<file path="src/rtl/turbo_frame_ctrl.sv">
// Frame sequencer for a turbo encoder: loads bytes from a ready/valid stream, walks each
// byte bit-serially through the constituent encoders, then runs trellis termination.
module turbo_frame_ctrl #(
    parameter int unsigned FRAME_BYTES = 4,
    parameter int unsigned TAIL_CYCLES = 3
) (
    input  logic       clk,
    input  logic       reset,
    input  logic       start,
    input  logic       abort,
    input  logic       s_valid,
    input  logic [7:0] s_data,
    output logic       s_ready,
    output logic [7:0] il_data,
    output logic       il_load,
    output logic       enc_en,
    output logic [2:0] bit_sel,
    output logic       tail_en,
    output logic [7:0] byte_cnt,
    output logic       busy,
    output logic       done
);

    typedef enum logic [2:0] {StIdle, StLoad, StEncode, StTail, StDone} state_e;

    localparam logic [7:0] FrameBytes = 8'(FRAME_BYTES);
    localparam logic [3:0] TailLast   = 4'(TAIL_CYCLES - 1);

    state_e     state_q, state_d;
    logic [3:0] cnt_q, cnt_d;
    logic [7:0] il_data_q, byte_cnt_q;
    logic       il_load_q;
    logic       handshake, frame_start;

    // abort suppresses both the capture and the count update of a same-cycle handshake
    assign handshake   = (state_q == StLoad) && s_valid && !abort;
    assign frame_start = (state_q == StIdle) && start && !abort;

    always_ff @(posedge clk or negedge reset) begin
        if (!reset) begin
            state_q <= StIdle;
        end else begin
            state_q <= state_d;
        end
    end

    always_comb begin
        state_d = state_q;
        if (abort) begin
            state_d = StIdle;
        end else begin
            unique case (state_q)
                StIdle:   if (start) state_d = StLoad;
                StLoad:   if (s_valid) state_d = StEncode;
                StEncode: begin
                    if (cnt_q == 4'd7) begin
                        state_d = (byte_cnt_q == FrameBytes) ? StTail : StLoad;
                    end
                end
                StTail:   if (cnt_q == TailLast) state_d = StDone;
                StDone:   state_d = StIdle;
                default:  state_d = StIdle;
            endcase
        end
    end

    // Shared cycle counter: bit index in ENCODE, termination step in TAIL
    always_comb begin
        cnt_d = '0;
        if (state_q == StEncode || state_q == StTail) begin
            cnt_d = cnt_q + 4'd1;
        end
        if (state_d != state_q) begin
            cnt_d = '0;
        end
    end

    always_ff @(posedge clk or negedge reset) begin
        if (!reset) begin
            cnt_q      <= '0;
            il_data_q  <= '0;
            il_load_q  <= 1'b0;
            byte_cnt_q <= '0;
        end else begin
            cnt_q     <= cnt_d;
            il_load_q <= handshake;
            if (handshake) begin
                il_data_q <= s_data;
            end
            if (frame_start) begin
                byte_cnt_q <= '0;
            end else if (handshake) begin
                byte_cnt_q <= byte_cnt_q + 8'd1;
            end
        end
    end

    always_comb begin
        s_ready = 1'b0;
        enc_en  = 1'b0;
        tail_en = 1'b0;
        done    = 1'b0;
        busy    = (state_q != StIdle);
        unique case (state_q)
            StLoad:   s_ready = 1'b1;
            StEncode: enc_en  = 1'b1;
            StTail:   tail_en = 1'b1;
            StDone:   done    = 1'b1;
            default:  ;
        endcase
    end

    assign bit_sel  = enc_en ? cnt_q[2:0] : 3'd0;
    assign il_data  = il_data_q;
    assign il_load  = il_load_q;
    assign byte_cnt = byte_cnt_q;

endmodule

</file>
<file path="config.mk">
export PLATFORM = sky130hd
export DESIGN_NAME = turbo_frame_ctrl
export DESIGN_NICKNAME = d
export VERILOG_FILES = /design/src/rtl/turbo_frame_ctrl.sv
export SDC_FILE = /design/constraint.sdc
export NUM_CORES = 1
export LEC_CHECK = 0
export BUFFER_PORTS_ARGS = -buffer_cell sky130_fd_sc_hd__buf_2
export CAP_MARGIN = 20
export CORE_UTILIZATION = 55
export CTS_BUF_LIST = sky130_fd_sc_hd__clkbuf_8
export DETAILED_ROUTE_END_ITERATION = 8
export HOLD_SLACK_MARGIN = 0.03
export PLACE_DENSITY = 0.82
export SYNTH_ARGS = -nofsm -noshare
export SYNTH_HDL_FRONTEND = slang
export SYNTH_SLANG_ARGS = --single-unit
</file>
<file path="constraint.sdc">
create_clock -name clk -period 4.65 [get_ports clk]
set_input_delay 0.2325 -clock clk [delete_from_list [all_inputs] [get_ports clk]]
set_output_delay 0.2325 -clock clk [all_outputs]
set_load 0.05 [all_outputs]
</file>
==> metrics.txt, run 1 <==
# TYPE chip_impl_metric gauge
chip_impl_info{name="status",value="finished, final reports clean"} 1
chip_impl_metric{name="edff_count_synth",unit=""} 0
chip_impl_metric{name="gr-usage-all-layers",unit=""} 0.231
chip_impl_metric{name="insertedDiodeCount",unit=""} 0
chip_impl_metric{name="place.gp.congestion",unit=""} 0.830
chip_impl_metric{name="groute.layer.met2.usage",unit=""} 0.358
chip_impl_metric{name="postSynthRegisterBits",unit=""} 24
chip_impl_metric{name="fp-row-count",unit=""} 16
chip_impl_metric{name="postSynthNetCount",unit=""} 134
chip_impl_info{name="holdCritStartpoint",value="s_data[7]"} 1
chip_impl_metric{name="finalInstanceArea",unit="um^2"} 1520
chip_impl_metric{name="htreeDepth",unit=""} 1
chip_impl_metric{name="synthesis.area",unit="um^2"} 1250
chip_impl_metric{name="post_cts_resized",unit=""} 0
chip_impl_metric{name="ys_types",unit=""} 41
chip_impl_info{name="timing.hold.worst.class",value="primary input to register"} 1
chip_impl_metric{name="ir_drop",unit="mV"} 0.433
chip_impl_info{name="cts_tree",value="built"} 1
chip_impl_metric{name="worstSkewPairLatency",unit="ns"} 0.26
chip_impl_metric{name="seqPwrFrac",unit=""} 0.423
chip_impl_metric{name="layout-area-overhead-vs-synth",unit="%"} 20.7
chip_impl_metric{name="globalRouteOverflowTotal",unit=""} 0
chip_impl_metric{name="fin_skew",unit="ns"} 0.000516
chip_impl_info{name="rr_endpoint",value="il_data[0]"} 1
chip_impl_metric{name="via_count",unit=""} 1066
chip_impl_metric{name="drt-wirelength-per-cell",unit="um"} 14.5
chip_impl_metric{name="drt_first_iter_violations",unit=""} 19
chip_impl_metric{name="route.detailed.drc",unit=""} 0
chip_impl_info{name="synth.most_common_cell",value="dfrtp_1"} 1
chip_impl_metric{name="critPathMaxStageDelay",unit="ns"} 0.58
chip_impl_info{name="crit_path_top_delay_cell",value="nor3b_1"} 1
chip_impl_info{name="crit_path_end_kind",value="output port"} 1
chip_impl_metric{name="hold_slack",unit="ns"} 0.199
chip_impl_info{name="dominantRegCellSynth",value="dfrtp_1"} 1
chip_impl_metric{name="synth.mux.area_fraction",unit=""} 0.0957
chip_impl_metric{name="fmax",unit="GHz"} 0.488
chip_impl_metric{name="cts.path.max_buffers",unit=""} 2
chip_impl_metric{name="area_fraction_in_compound_gates_after_synthesis",unit=""} 0.116
chip_impl_metric{name="place_hpwl",unit="um"} 1870
chip_impl_metric{name="die-height",unit="um"} 49.8
chip_impl_metric{name="detail_route.vias_per_cell",unit=""} 5.86
chip_impl_metric{name="syn_inst",unit=""} 117
chip_impl_metric{name="clockPowerShare",unit=""} 0.225
chip_impl_metric{name="max-cap-violations",unit=""} 0
chip_impl_metric{name="synth_simple_gate_area_share",unit=""} 0.213
chip_impl_metric{name="finalMaxSlewViolations",unit=""} 0
chip_impl_metric{name="worst-endpoint-arrival",unit="ns"} 1.82
chip_impl_metric{name="power-per-cell-area",unit="nW/um^2"} 407
chip_impl_metric{name="synthesis.area_per_instance",unit="um^2"} 10.7
chip_impl_info{name="synth_top_family_by_area",value="simple AND/OR/NAND/NOR gates"} 1
chip_impl_metric{name="worst-path-max-fanout",unit=""} 14
chip_impl_metric{name="cts_made_buffers",unit=""} 3
chip_impl_metric{name="power_report.internal_total",unit="uW"} 372
chip_impl_metric{name="detail_route.wirelength",unit="um"} 2630
chip_impl_metric{name="holdPathStages",unit=""} 2
chip_impl_metric{name="grt_pass1_vias",unit=""} 955
chip_impl_metric{name="grtUsageMet1",unit=""} 0.321
chip_impl_metric{name="hold_viol_final",unit=""} 0
chip_impl_metric{name="dp_area",unit="um^2"} 1450
chip_impl_metric{name="combinationalPowerShare",unit=""} 0.352
chip_impl_info{name="hold-path-endpoint",value="il_data[7]"} 1
chip_impl_metric{name="ys.warnings.count",unit=""} 0
chip_impl_metric{name="dp_worst_setup_slack",unit="ns"} 2.90
chip_impl_metric{name="drt_pre_antenna_iters",unit=""} 4
chip_impl_metric{name="timing_worst_slew_pin_value",unit="ns"} 0.627
chip_impl_metric{name="synth-seq-area-share",unit=""} 0.479
chip_impl_metric{name="final.period_utilization",unit=""} 0.440
chip_impl_metric{name="setup_tns",unit="ns"} 0
chip_impl_metric{name="finalSetupViolCount",unit=""} 0
chip_impl_metric{name="worst-r2r-cell-count",unit=""} 3
chip_impl_info{name="grt-busiest-layer",value="met2"} 1
chip_impl_metric{name="width_of_the_die",unit="um"} 49.8
chip_impl_metric{name="effective_utilization_at_floorplan",unit=""} 0.609
chip_impl_metric{name="ioPinCount",unit=""} 38
chip_impl_metric{name="power.leakage",unit="nW"} 0.713
chip_impl_metric{name="final_period_minus_worst_setup_slack",unit="ns"} 2.05
chip_impl_info{name="rsz0062_at_grt",value="false"} 1
chip_impl_metric{name="layout.filler_cells",unit=""} 163
chip_impl_metric{name="maxSlewHeadroom",unit=""} 0.581
chip_impl_metric{name="antenna_violations_before_repair",unit=""} 0
chip_impl_metric{name="required_arrival_time_at_the_worst_endpoint",unit="ns"} 4.42
chip_impl_info{name="yosysTopAreaCell",value="dfrtp_1"} 1
chip_impl_metric{name="clk_pin_slew_worst_paths",unit="ns"} 0.08
chip_impl_metric{name="final.setup.worst_slack",unit="ns"} 2.60
chip_impl_metric{name="synthArstFlopShare",unit=""} 1.00
chip_impl_metric{name="timing.reg2reg.setup_slack",unit="ns"} 2.90
chip_impl_info{name="setup.worst_path.class",value="register to output port"} 1
chip_impl_metric{name="p_switching",unit="uW"} 245
chip_impl_metric{name="grt_util_met3",unit=""} 0.0370
chip_impl_metric{name="grt_pass1_wl",unit="um"} 4310
chip_impl_metric{name="synth_fa_ha_area_frac",unit=""} 0.0399
chip_impl_metric{name="share_of_cells_above_drive_strength_1",unit=""} 0.342
chip_impl_metric{name="die_area",unit="um^2"} 2480
chip_impl_metric{name="synthXorXnorAreaFrac",unit=""} 0.0140
chip_impl_metric{name="synth_top_cell_area_share",unit=""} 0.479
chip_impl_metric{name="netSwitchingFraction",unit=""} 0.397
chip_impl_info{name="timing.critical_path.from_type",value="register"} 1
chip_impl_info{name="critical_path.reg2reg.startpoint",value="state_q[2]"} 1
chip_impl_metric{name="core",unit="um^2"} 2060
chip_impl_metric{name="port_buffers",unit=""} 37
chip_impl_metric{name="clkSinkCount",unit=""} 24
chip_impl_metric{name="grt_max_degree",unit=""} 25
chip_impl_info{name="worstPathCellList",value="nor3b_1 -> and2_1 -> buf_2"} 1
chip_impl_metric{name="final_net_count",unit=""} 173
chip_impl_metric{name="drtAntennaViolNets",unit=""} 0
chip_impl_info{name="ys_top_cells_by_area",value="dfrtp_1 (48%), mux2_2 (7.2%), ha_1 (4.0%), o31ai_1 (3.0%), or4_1 (3.0%)"} 1
chip_impl_info{name="netlist_top_cells_count",value="dfrtp_1 (24), inv_1 (8), mux2_2 (8), nor2_1 (8)"} 1
chip_impl_info{name="clock_tree.root_cell",value="clkbuf_8"} 1
critical path: cells and delay by family (launching register included):
family,cells,cell delay [ns]
buf+inv,1,0.26
flops,1,0.51
simple gates,2,0.79
stage by stage:
stage	total power, mW	utilization	instances
finish	0.617	0.735	182
global route	0.641	0.735	182
CTS	0.622	0.735	182
detailed placement	0.481	0.703	177
global placement	0.476	0.703	177
floorplan	0.428	-	117
cell usage in the layout, fill, tap and decap left out, drive strengths merged, types with 2 or more instances in the layout:
| cell type | count |
|---|---|
| o31ai | 5 |
| o21ai | 4 |
| clkbuf | 4 |
| dfrtp | 24 |
| nand3b | 2 |
| nor2 | 9 |
| nand4b | 2 |
| mux2i | 3 |
| nor4 | 3 |
| nand3 | 2 |
| nand2 | 4 |
| nand4 | 2 |
| and2 | 4 |
| inv | 8 |
| mux2 | 8 |
| buf | 37 |
| ha | 4 |
| a21oi | 5 |
| or4 | 5 |
area by class of cell:
type / count / area [um^2] / area share
repair buffers: 38 / 195 / 0.129
well taps: 27 / 33.8 / 0.0223
clock buffers: 4 / 55.1 / 0.0363
flip-flops and latches: 24 / 601 / 0.396
inverters: 8 / 30.0 / 0.0198
multi-input cells: 81 / 601 / 0.396
registers in the layout (all words and copies together), names as in the netlist:
| name | flops |
|---|---|
| byte_cnt | 8 |
| il_data | 8 |
| cnt_q | 4 |
| state_q | 3 |
| il_load | 1 |
worst max-delay path by stage:
stage	endpoint	from	depth (start not counted)
floorplan	bit_sel[0]	state_q[0]	2
global placement	bit_sel[2]	state_q[2]	3
detailed placement	bit_sel[0]	state_q[2]	3
CTS	bit_sel[0]	state_q[2]	3
global route	bit_sel[2]	state_q[2]	3
finish	bit_sel[0]	state_q[2]	3
kinds of logic (layout without fill, tap and decap cells):
kind of cell	after synthesis	in the layout
flops	24	24
buf+inv	12	50
xor+xnor	2	2
mux	11	11
simple gates	42	42
fa+ha+maj	4	4
compound gates	22	22
routing by layer:
metal  up-vias  share of wire
li1        507              -
met1       514           0.48
met2        41           0.46
met3         4          0.048
met4         0          0.013
met5         -              0
power groups by stage:
stage	clock network, mW	logic, mW	registers (mW)
final	0.138	0.217	0.261
after global routing	0.148	0.228	0.265
after CTS	0.142	0.219	0.261
after detailed placement	0	0.217	0.265
after global placement	0	0.213	0.264
after floorplan	0	0.0631	0.365
what timing repair did:
item | CTS | global route
hold buffers | 1 | 0
setup buffers | 0 | 0
endpoints found under the hold margin | 24 | 0
Note: power is estimated with default switching activity, not from simulation.
==> run 2: changes to the inputs <==
--- a/config.mk
+++ b/config.mk
@@ -5,13 +5,14 @@
 export SDC_FILE = /design/constraint.sdc
 export NUM_CORES = 1
 export LEC_CHECK = 0
+export ABC_AREA = 1
 export BUFFER_PORTS_ARGS = -buffer_cell sky130_fd_sc_hd__buf_2
 export CAP_MARGIN = 20
-export CORE_UTILIZATION = 55
+export CORE_UTILIZATION = 48
 export CTS_BUF_LIST = sky130_fd_sc_hd__clkbuf_8
 export DETAILED_ROUTE_END_ITERATION = 8
 export HOLD_SLACK_MARGIN = 0.03
-export PLACE_DENSITY = 0.82
+export PLACE_DENSITY = 0.75
 export SYNTH_ARGS = -nofsm -noshare
 export SYNTH_HDL_FRONTEND = slang
 export SYNTH_SLANG_ARGS = --single-unit
==> constraint.sdc (replaced) <==
create_clock -name clk -period 1.69 [get_ports clk]
set_input_delay 0.0845 -clock clk [delete_from_list [all_inputs] [get_ports clk]]
set_output_delay 0.0845 -clock clk [all_outputs]
set_load 0.05 [all_outputs]
==> run 2 against run 1 <==
Setup slack lost 2.5 ns. Register-to-register slack worse by 2.8 ns. Sequential power increased to 2.7 times the previous value. Utilization is 6.1 points lower. Clock-buffer cell count stayed put. Clock power grew to 2.8 times the previous value. Via count increased by 18%. Design area is 12% higher. Critical path type is now register to register. Critical endpoint is now cnt_q[2]. Largest power group unchanged.
==> metrics.txt, run 2 <==
# TYPE chip_impl_metric gauge
chip_impl_info{name="netlist_top_cells_count",value="nand2_1 (49), dfrtp_1 (24), nor2_1 (22)"} 1
chip_impl_metric{name="effective_utilization_at_floorplan",unit=""} 0.521
chip_impl_metric{name="max-cap-violations",unit=""} 0
chip_impl_metric{name="setup_tns",unit="ns"} 0
chip_impl_metric{name="htreeDepth",unit=""} 1
chip_impl_info{name="layout_commonest_cell",value="nand2_1"} 1
chip_impl_metric{name="ir_drop",unit="mV"} 0.827
chip_impl_metric{name="timing_worst_slew_pin_value",unit="ns"} 0.530
chip_impl_metric{name="die_area",unit="um^2"} 2950
chip_impl_metric{name="via_count",unit=""} 1262
chip_impl_metric{name="synth.mux.area_fraction",unit=""} 0
chip_impl_metric{name="grt_max_degree",unit=""} 25
chip_impl_metric{name="detail_route.wirelength",unit="um"} 3080
chip_impl_metric{name="worst-path-max-fanout",unit=""} 4
chip_impl_metric{name="area_fraction_in_compound_gates_after_synthesis",unit=""} 0.0400
chip_impl_metric{name="cts.path.max_buffers",unit=""} 2
chip_impl_metric{name="globalRouteOverflowTotal",unit=""} 0
chip_impl_metric{name="edff_count_synth",unit=""} 0
chip_impl_metric{name="finalMaxSlewViolations",unit=""} 0
chip_impl_metric{name="synthXorXnorAreaFrac",unit=""} 0.00667
chip_impl_metric{name="layout-area-overhead-vs-synth",unit="%"} 29.3
chip_impl_metric{name="share_of_cells_above_drive_strength_1",unit=""} 0.293
chip_impl_metric{name="core",unit="um^2"} 2520
chip_impl_metric{name="worst-endpoint-arrival",unit="ns"} 1.78
chip_impl_metric{name="drt_first_iter_violations",unit=""} 20
chip_impl_metric{name="drt-wirelength-per-cell",unit="um"} 12.2
chip_impl_metric{name="layout.filler_cells",unit=""} 210
chip_impl_metric{name="finalSetupViolCount",unit=""} 0
chip_impl_metric{name="hold_viol_final",unit=""} 0
chip_impl_metric{name="ioPinCount",unit=""} 38
chip_impl_metric{name="ys.warnings.count",unit=""} 0
chip_impl_metric{name="syn_inst",unit=""} 171
chip_impl_metric{name="place.gp.congestion",unit=""} 0.896
chip_impl_metric{name="ff_latch_area",unit="um^2"} 601
chip_impl_metric{name="postSynthRegisterBits",unit=""} 24
chip_impl_metric{name="post_cts_resized",unit=""} 0
chip_impl_metric{name="final_net_count",unit=""} 240
chip_impl_metric{name="die-height",unit="um"} 54.3
chip_impl_info{name="most-common-layout-cells",value="nand2_1 (49), buf_2 (37), dfrtp_1 (24), nor2_1 (22), inv_1 (20)"} 1
chip_impl_metric{name="required_arrival_time_at_the_worst_endpoint",unit="ns"} 1.84
chip_impl_metric{name="final_core_utilization",unit=""} 0.674
chip_impl_info{name="rsz0062_at_grt",value="false"} 1
chip_impl_metric{name="clk_pin_slew_worst_paths",unit="ns"} 0.08
chip_impl_metric{name="clkSinkCount",unit=""} 24
chip_impl_metric{name="power-per-cell-area",unit="nW/um^2"} 996
chip_impl_info{name="dominantRegCellSynth",value="dfrtp_1"} 1
chip_impl_info{name="crit_path_end_kind",value="register"} 1
chip_impl_metric{name="synth_top_cell_area_share",unit=""} 0.457
chip_impl_metric{name="synthesis.area_per_instance",unit="um^2"} 7.68
chip_impl_info{name="clock_tree.root_cell",value="clkbuf_8"} 1
chip_impl_metric{name="drtAntennaViolNets",unit=""} 0
chip_impl_metric{name="port_buffers",unit=""} 37
chip_impl_info{name="status",value="finished, final reports clean"} 1
chip_impl_info{name="yosysTopAreaCell",value="dfrtp_1"} 1
chip_impl_metric{name="worstSkewPairLatency",unit="ns"} 0.26
chip_impl_metric{name="postSynthNetCount",unit=""} 188
chip_impl_info{name="setup.worst_path.class",value="register to register"} 1
chip_impl_info{name="cts_tree",value="built"} 1
chip_impl_metric{name="cts_made_buffers",unit=""} 3
chip_impl_metric{name="fmax",unit="GHz"} 0.614
chip_impl_metric{name="fin_skew",unit="ns"} 0.00675
chip_impl_info{name="synth_top_family_by_area",value="simple AND/OR/NAND/NOR gates"} 1
chip_impl_metric{name="synthArstFlopShare",unit=""} 1.00
chip_impl_metric{name="fp-row-count",unit=""} 18
chip_impl_metric{name="multi_input_gate_area_in_the_final_layout",unit="um^2"} 618
chip_impl_metric{name="synth_fa_ha_area_frac",unit=""} 0.0381
chip_impl_metric{name="synth-seq-area-share",unit=""} 0.457
chip_impl_info{name="ys_top_cells_by_area",value="dfrtp_1 (46%), nand2_1 (14%), nor2_1 (6.3%), inv_1 (5.7%), ha_1 (3.8%)"} 1
chip_impl_metric{name="timing.reg2reg.setup_slack",unit="ns"} 0.06
chip_impl_metric{name="final.period_utilization",unit=""} 0.964
chip_impl_info{name="timing.critical_path.from_type",value="register"} 1
chip_impl_metric{name="detail_route.vias_per_cell",unit=""} 5.01
chip_impl_metric{name="route.detailed.drc",unit=""} 0
chip_impl_metric{name="grt_pass1_vias",unit=""} 1191
chip_impl_metric{name="power.leakage",unit="nW"} 0.933
chip_impl_metric{name="maxSlewHeadroom",unit=""} 0.647
chip_impl_metric{name="insertedDiodeCount",unit=""} 0
chip_impl_metric{name="final_period_minus_worst_setup_slack",unit="ns"} 1.63
chip_impl_metric{name="drt_pre_antenna_iters",unit=""} 4
chip_impl_metric{name="antenna_violations_before_repair",unit=""} 0
chip_impl_info{name="synth.most_common_cell",value="nand2_1"} 1
chip_impl_metric{name="grt_pass1_wl",unit="um"} 5000
chip_impl_info{name="timing.hold.worst.class",value="primary input to register"} 1
chip_impl_metric{name="synthesis.area",unit="um^2"} 1310
chip_impl_metric{name="width_of_the_die",unit="um"} 54.3
chip_impl_metric{name="place_hpwl",unit="um"} 2140
chip_impl_metric{name="gr-usage-all-layers",unit=""} 0.238
chip_impl_metric{name="ys_types",unit=""} 22
chip_impl_metric{name="synth_simple_gate_area_share",unit=""} 0.382
run 2: changes by cell type after synthesis, moves of 3 or more:
cell     change
nand2_1     +45
nor2_1      +14
inv_1       +12
mux2_2       -8
nand3_1      +8
nand2_2      +5
nor2_2       +5
or4_1        -5
and2_1       -4
inv_2        +4
o31ai_1      -4
mux2i_1      -3
nor3_1       +3
run 2: layout make-up:
type,count,share of cell area
multi-input combinational,121,0.364
inverter,24,0.0530
timing repair buffer,49,0.175
tap,30,0.0221
clock buffer,4,0.0324
sequential,24,0.353
run 2: worst paths after layout:
check	from	endpoint	cells past startpoint
max in group asynchronous	reset	il_data[6]	2
max	cnt_q[0]	cnt_q[2]	9
min	abort	state_q[0]	2
max reg2reg	cnt_q[0]	cnt_q[2]	9
min in group asynchronous	reset	state_q[2]	2
min reg2reg	il_data[4]	il_data[4]	2
run 2: per-layer routing:
layer | global-route usage | share of wire
met1 | 0.297 | 0.46
met2 | 0.425 | 0.49
met3 | 0.0389 | 0.049
met4 | 0.0513 | 0.0036
met5 | 0 | 0
run 2: metrics by stage:
stage          total power [mW]  worst slack [ns]  std cells  cell area, um^2  hold slack [ns]
6_report                   1.69            0.0602        252             1700           0.0541
5_1_grt                    1.79           0.00301        252             1700           0.0465
4_1_cts                    1.69             0.116        251             1690           0.0499
3_5_place_dp               1.29             0.133        238             1550            0.105
3_3_place_gp               1.28             0.226        238             1550           0.0983
2_1_floorplan              1.14            0.0165        171             1320           -0.211
run 2: where the power goes:
part | leakage, nW | switching, mW | internal (mW)
Sequential | 0.322 | 0.0541 | 0.649
Combinational | 0.583 | 0.452 | 0.151
Clock | 0.0288 | 0.178 | 0.208
Total | 0.933 | 0.684 | 1.01
run 2: worst max-delay path, cell delays in order, from the launching register on:
cell	delay (ns)
dfrtp_1	0.41
inv_1	0.13
ha_1	0.16
nand3_1	0.11
nor4_1	0.35
nor2_1	0.10
nand2_1	0.10
nor2_2	0.04
nand2_2	0.08
nor2_1	0.05
run 2: cells by family (layout without fill, tap and decap cells):
group	Yosys count	count (layout)
XOR/XNOR	1	1
AND/OR/NAND/NOR	106	106
AO/OA/AOI/OAI	10	10
flip-flops	24	24
adder cells (fa/ha/maj)	4	4
buffers and inverters	26	77
run 2: timing repair:
action	in CTS	in global routing
endpoints found under the setup margin	0	1
setup buffers	0	1
hold endpoints to repair	32	0
hold buffers	9	0
==> run 3: changes to the inputs <==
--- a/config.mk
+++ b/config.mk
@@ -5,14 +5,13 @@
 export SDC_FILE = /design/constraint.sdc
 export NUM_CORES = 1
 export LEC_CHECK = 0
-export ABC_AREA = 1
 export BUFFER_PORTS_ARGS = -buffer_cell sky130_fd_sc_hd__buf_2
 export CAP_MARGIN = 20
-export CORE_UTILIZATION = 48
+export CORE_UTILIZATION = 47
 export CTS_BUF_LIST = sky130_fd_sc_hd__clkbuf_8
 export DETAILED_ROUTE_END_ITERATION = 8
 export HOLD_SLACK_MARGIN = 0.03
-export PLACE_DENSITY = 0.75
+export PLACE_DENSITY = 0.74
 export SYNTH_ARGS = -nofsm -noshare
 export SYNTH_HDL_FRONTEND = slang
 export SYNTH_SLANG_ARGS = --single-unit
==> run 3 against run 2 <==
Routed wire length is 13% lower. Register-to-register slack improved by 0.04 ns. Sequential cell count did not move. Setup slack better by 0.0089 ns. Clock skew down 0.0035 ns. Non-clock buffer count decreased by 5. Largest cell class unchanged.
==> metrics.txt, run 3 (synthesis results as in run 1) <==
# TYPE chip_impl_metric gauge
chip_impl_info{name="timing.hold.worst.class",value="primary input to register"} 1
chip_impl_metric{name="post-layout-total-power",unit="mW"} 1.83
chip_impl_metric{name="effective_utilization_at_floorplan",unit=""} 0.502
chip_impl_info{name="critical_path.reg2reg.startpoint",value="cnt_q[0]"} 1
chip_impl_metric{name="maxSlewHeadroom",unit=""} 0.599
chip_impl_metric{name="grt_pass1_vias",unit=""} 984
chip_impl_metric{name="dp_worst_setup_slack",unit="ns"} 0.0267
chip_impl_metric{name="worstSkewPairLatency",unit="ns"} 0.27
chip_impl_metric{name="fmax",unit="GHz"} 0.617
chip_impl_metric{name="drtAntennaViolNets",unit=""} 0
chip_impl_info{name="crit_path_end_kind",value="output port"} 1
chip_impl_metric{name="antenna_violations_before_repair",unit=""} 0
chip_impl_metric{name="hold_viol_final",unit=""} 0
chip_impl_metric{name="grt_pass1_wl",unit="um"} 4270
chip_impl_metric{name="layout-area-overhead-vs-synth",unit="%"} 28.2
chip_impl_info{name="clock_tree.root_cell",value="clkbuf_8"} 1
chip_impl_metric{name="core",unit="um^2"} 2500
chip_impl_metric{name="setup_tns",unit="ns"} 0
chip_impl_metric{name="port_buffers",unit=""} 37
chip_impl_metric{name="finalMaxSlewViolations",unit=""} 0
chip_impl_metric{name="grt_max_degree",unit=""} 25
chip_impl_metric{name="final_period_minus_worst_setup_slack",unit="ns"} 1.62
chip_impl_metric{name="ioPinCount",unit=""} 38
chip_impl_metric{name="max-cap-violations",unit=""} 0
chip_impl_metric{name="detail_route.wirelength",unit="um"} 2690
chip_impl_metric{name="power.leakage",unit="nW"} 0.751
chip_impl_metric{name="drt_pre_antenna_iters",unit=""} 4
chip_impl_metric{name="route.detailed.drc",unit=""} 0
chip_impl_metric{name="drt_first_iter_violations",unit=""} 20
chip_impl_metric{name="timing_worst_slew_pin_value",unit="ns"} 0.593
chip_impl_metric{name="die-height",unit="um"} 53.7
chip_impl_metric{name="final.period_utilization",unit=""} 0.959
chip_impl_metric{name="globalRouteOverflowTotal",unit=""} 0
chip_impl_info{name="timing.critical_path.from_type",value="register"} 1
chip_impl_metric{name="via_count",unit=""} 1083
chip_impl_metric{name="worst-path-max-fanout",unit=""} 8
chip_impl_metric{name="insertedDiodeCount",unit=""} 0
chip_impl_metric{name="fp-row-count",unit=""} 18
chip_impl_info{name="most-common-layout-cells",value="buf_2 (36), dfrtp_1 (23), inv_1 (8), nor2_1 (8), mux2_2 (8)"} 1
chip_impl_metric{name="fin_skew",unit="ns"} 0.00327
chip_impl_metric{name="final.setup.worst_slack",unit="ns"} 0.0691
chip_impl_metric{name="final_net_count",unit=""} 179
chip_impl_info{name="setup.worst_path.class",value="register to output port"} 1
chip_impl_metric{name="place.gp.congestion",unit=""} 0.771
chip_impl_metric{name="detail_route.vias_per_cell",unit=""} 5.67
chip_impl_metric{name="clkSinkCount",unit=""} 24
chip_impl_metric{name="htreeDepth",unit=""} 1
chip_impl_metric{name="ir_drop",unit="mV"} 0.918
chip_impl_info{name="holdCritStartpoint",value="s_data[7]"} 1
chip_impl_metric{name="share_of_cells_above_drive_strength_1",unit=""} 0.391
chip_impl_metric{name="worst-endpoint-arrival",unit="ns"} 1.54
chip_impl_metric{name="die_area",unit="um^2"} 2880
chip_impl_info{name="cts_tree",value="built"} 1
chip_impl_info{name="worstSetupStartpoint",value="state_q[2]"} 1
chip_impl_metric{name="cts.path.max_buffers",unit=""} 2
chip_impl_metric{name="clk_pin_slew_worst_paths",unit="ns"} 0.08
chip_impl_metric{name="power-per-cell-area",unit="nW/um^2"} 1140
chip_impl_info{name="rsz0062_at_grt",value="false"} 1
chip_impl_info{name="layout_commonest_cell",value="buf_2"} 1
chip_impl_metric{name="place_hpwl",unit="um"} 1920
chip_impl_metric{name="width_of_the_die",unit="um"} 53.7
chip_impl_metric{name="layout.filler_cells",unit=""} 196
chip_impl_metric{name="gr-usage-all-layers",unit=""} 0.209
chip_impl_metric{name="required_arrival_time_at_the_worst_endpoint",unit="ns"} 1.61
chip_impl_metric{name="finalSetupViolCount",unit=""} 0
chip_impl_info{name="status",value="finished, final reports clean"} 1
chip_impl_metric{name="cts_made_buffers",unit=""} 3
chip_impl_metric{name="drt-wirelength-per-cell",unit="um"} 14.1
[run 3: cell count changes in the layout (fill, tap and decap cells not counted), sizes merged, moves of 3 or more]
cell | before | now
and2 | 0 | 4
dlygate4sd3 | 9 | 1
inv | 24 | 8
mux2 | 0 | 8
mux2i | 0 | 3
nand2 | 54 | 4
nand3 | 13 | 2
nor2 | 29 | 9
nor3 | 4 | 0
o31ai | 1 | 5
or4 | 0 | 5
[run 3: repair_timing]
| item | CTS | global route |
|---|---|---|
| buffers inserted | 1 | 0 |
| hold buffers | 1 | 0 |
| pin swaps | 1 | 0 |
| endpoints found under the hold margin | 24 | 0 |
| setup endpoints to repair | 3 | 5 |
| gates resized for setup | 0 | 3 |
[run 3: critical path, stage by stage, from the launching register on]
cell and delay, ns:
dfrtp_1 0.41, buf_4 0.18, nor3b_4 0.27, and2_1 0.16
buf_2 0.25
[run 3: stage by stage]
stage               utilization  hold slack (ns)  instances  area, um^2
detailed placement        0.602           0.0981        185        1500
CTS                       0.637           0.0396        191        1590
finish                    0.644           0.0444        191        1610
global placement          0.602           0.0936        185        1500
floorplan                     -           -0.211        117        1270
global route              0.644           0.0387        191        1610
[run 3: layer usage]
metal / vias to the layer above / share of wire / GRT usage
met5: - / 0 / 0
met1: 536 / 0.44 / 0.246
li1: 518 / - / -
met4: 0 / 0.0037 / 0.0746
met3: 2 / 0.046 / 0.0508
met2: 27 / 0.51 / 0.366
[run 3: cell type report]
cell class	instances	area (um^2)	area share
clock inverter	1	30.0	0.0187
multi-input combinational	81	626	0.389
clock buffer	3	41.3	0.0257
sequential	24	602	0.374
timing repair buffer	44	243	0.151
inverter	8	30.0	0.0187
tap	30	37.5	0.0233
[run 3: path summary, 6_finish.rpt]
kind	endpoint	slack [ns]	cells past startpoint
min in group asynchronous	byte_cnt[4]	0.32	2
max in group asynchronous	byte_cnt[0]	0.99	2
max reg2reg	cnt_q[3]	0.10	5
min	il_data[7]	0.04	2
max	bit_sel[2]	0.07	4
min reg2reg	il_data[4]	0.50	1
[run 3: power breakdown]
| part | leakage (nW) | switching (mW) | internal [mW] | total (mW) |
|---|---|---|---|---|
| Clock | 0.0357 | 0.186 | 0.317 | 0.503 |
| Sequential | 0.316 | 0.0537 | 0.659 | 0.713 |
| Combinational | 0.400 | 0.446 | 0.170 | 0.616 |
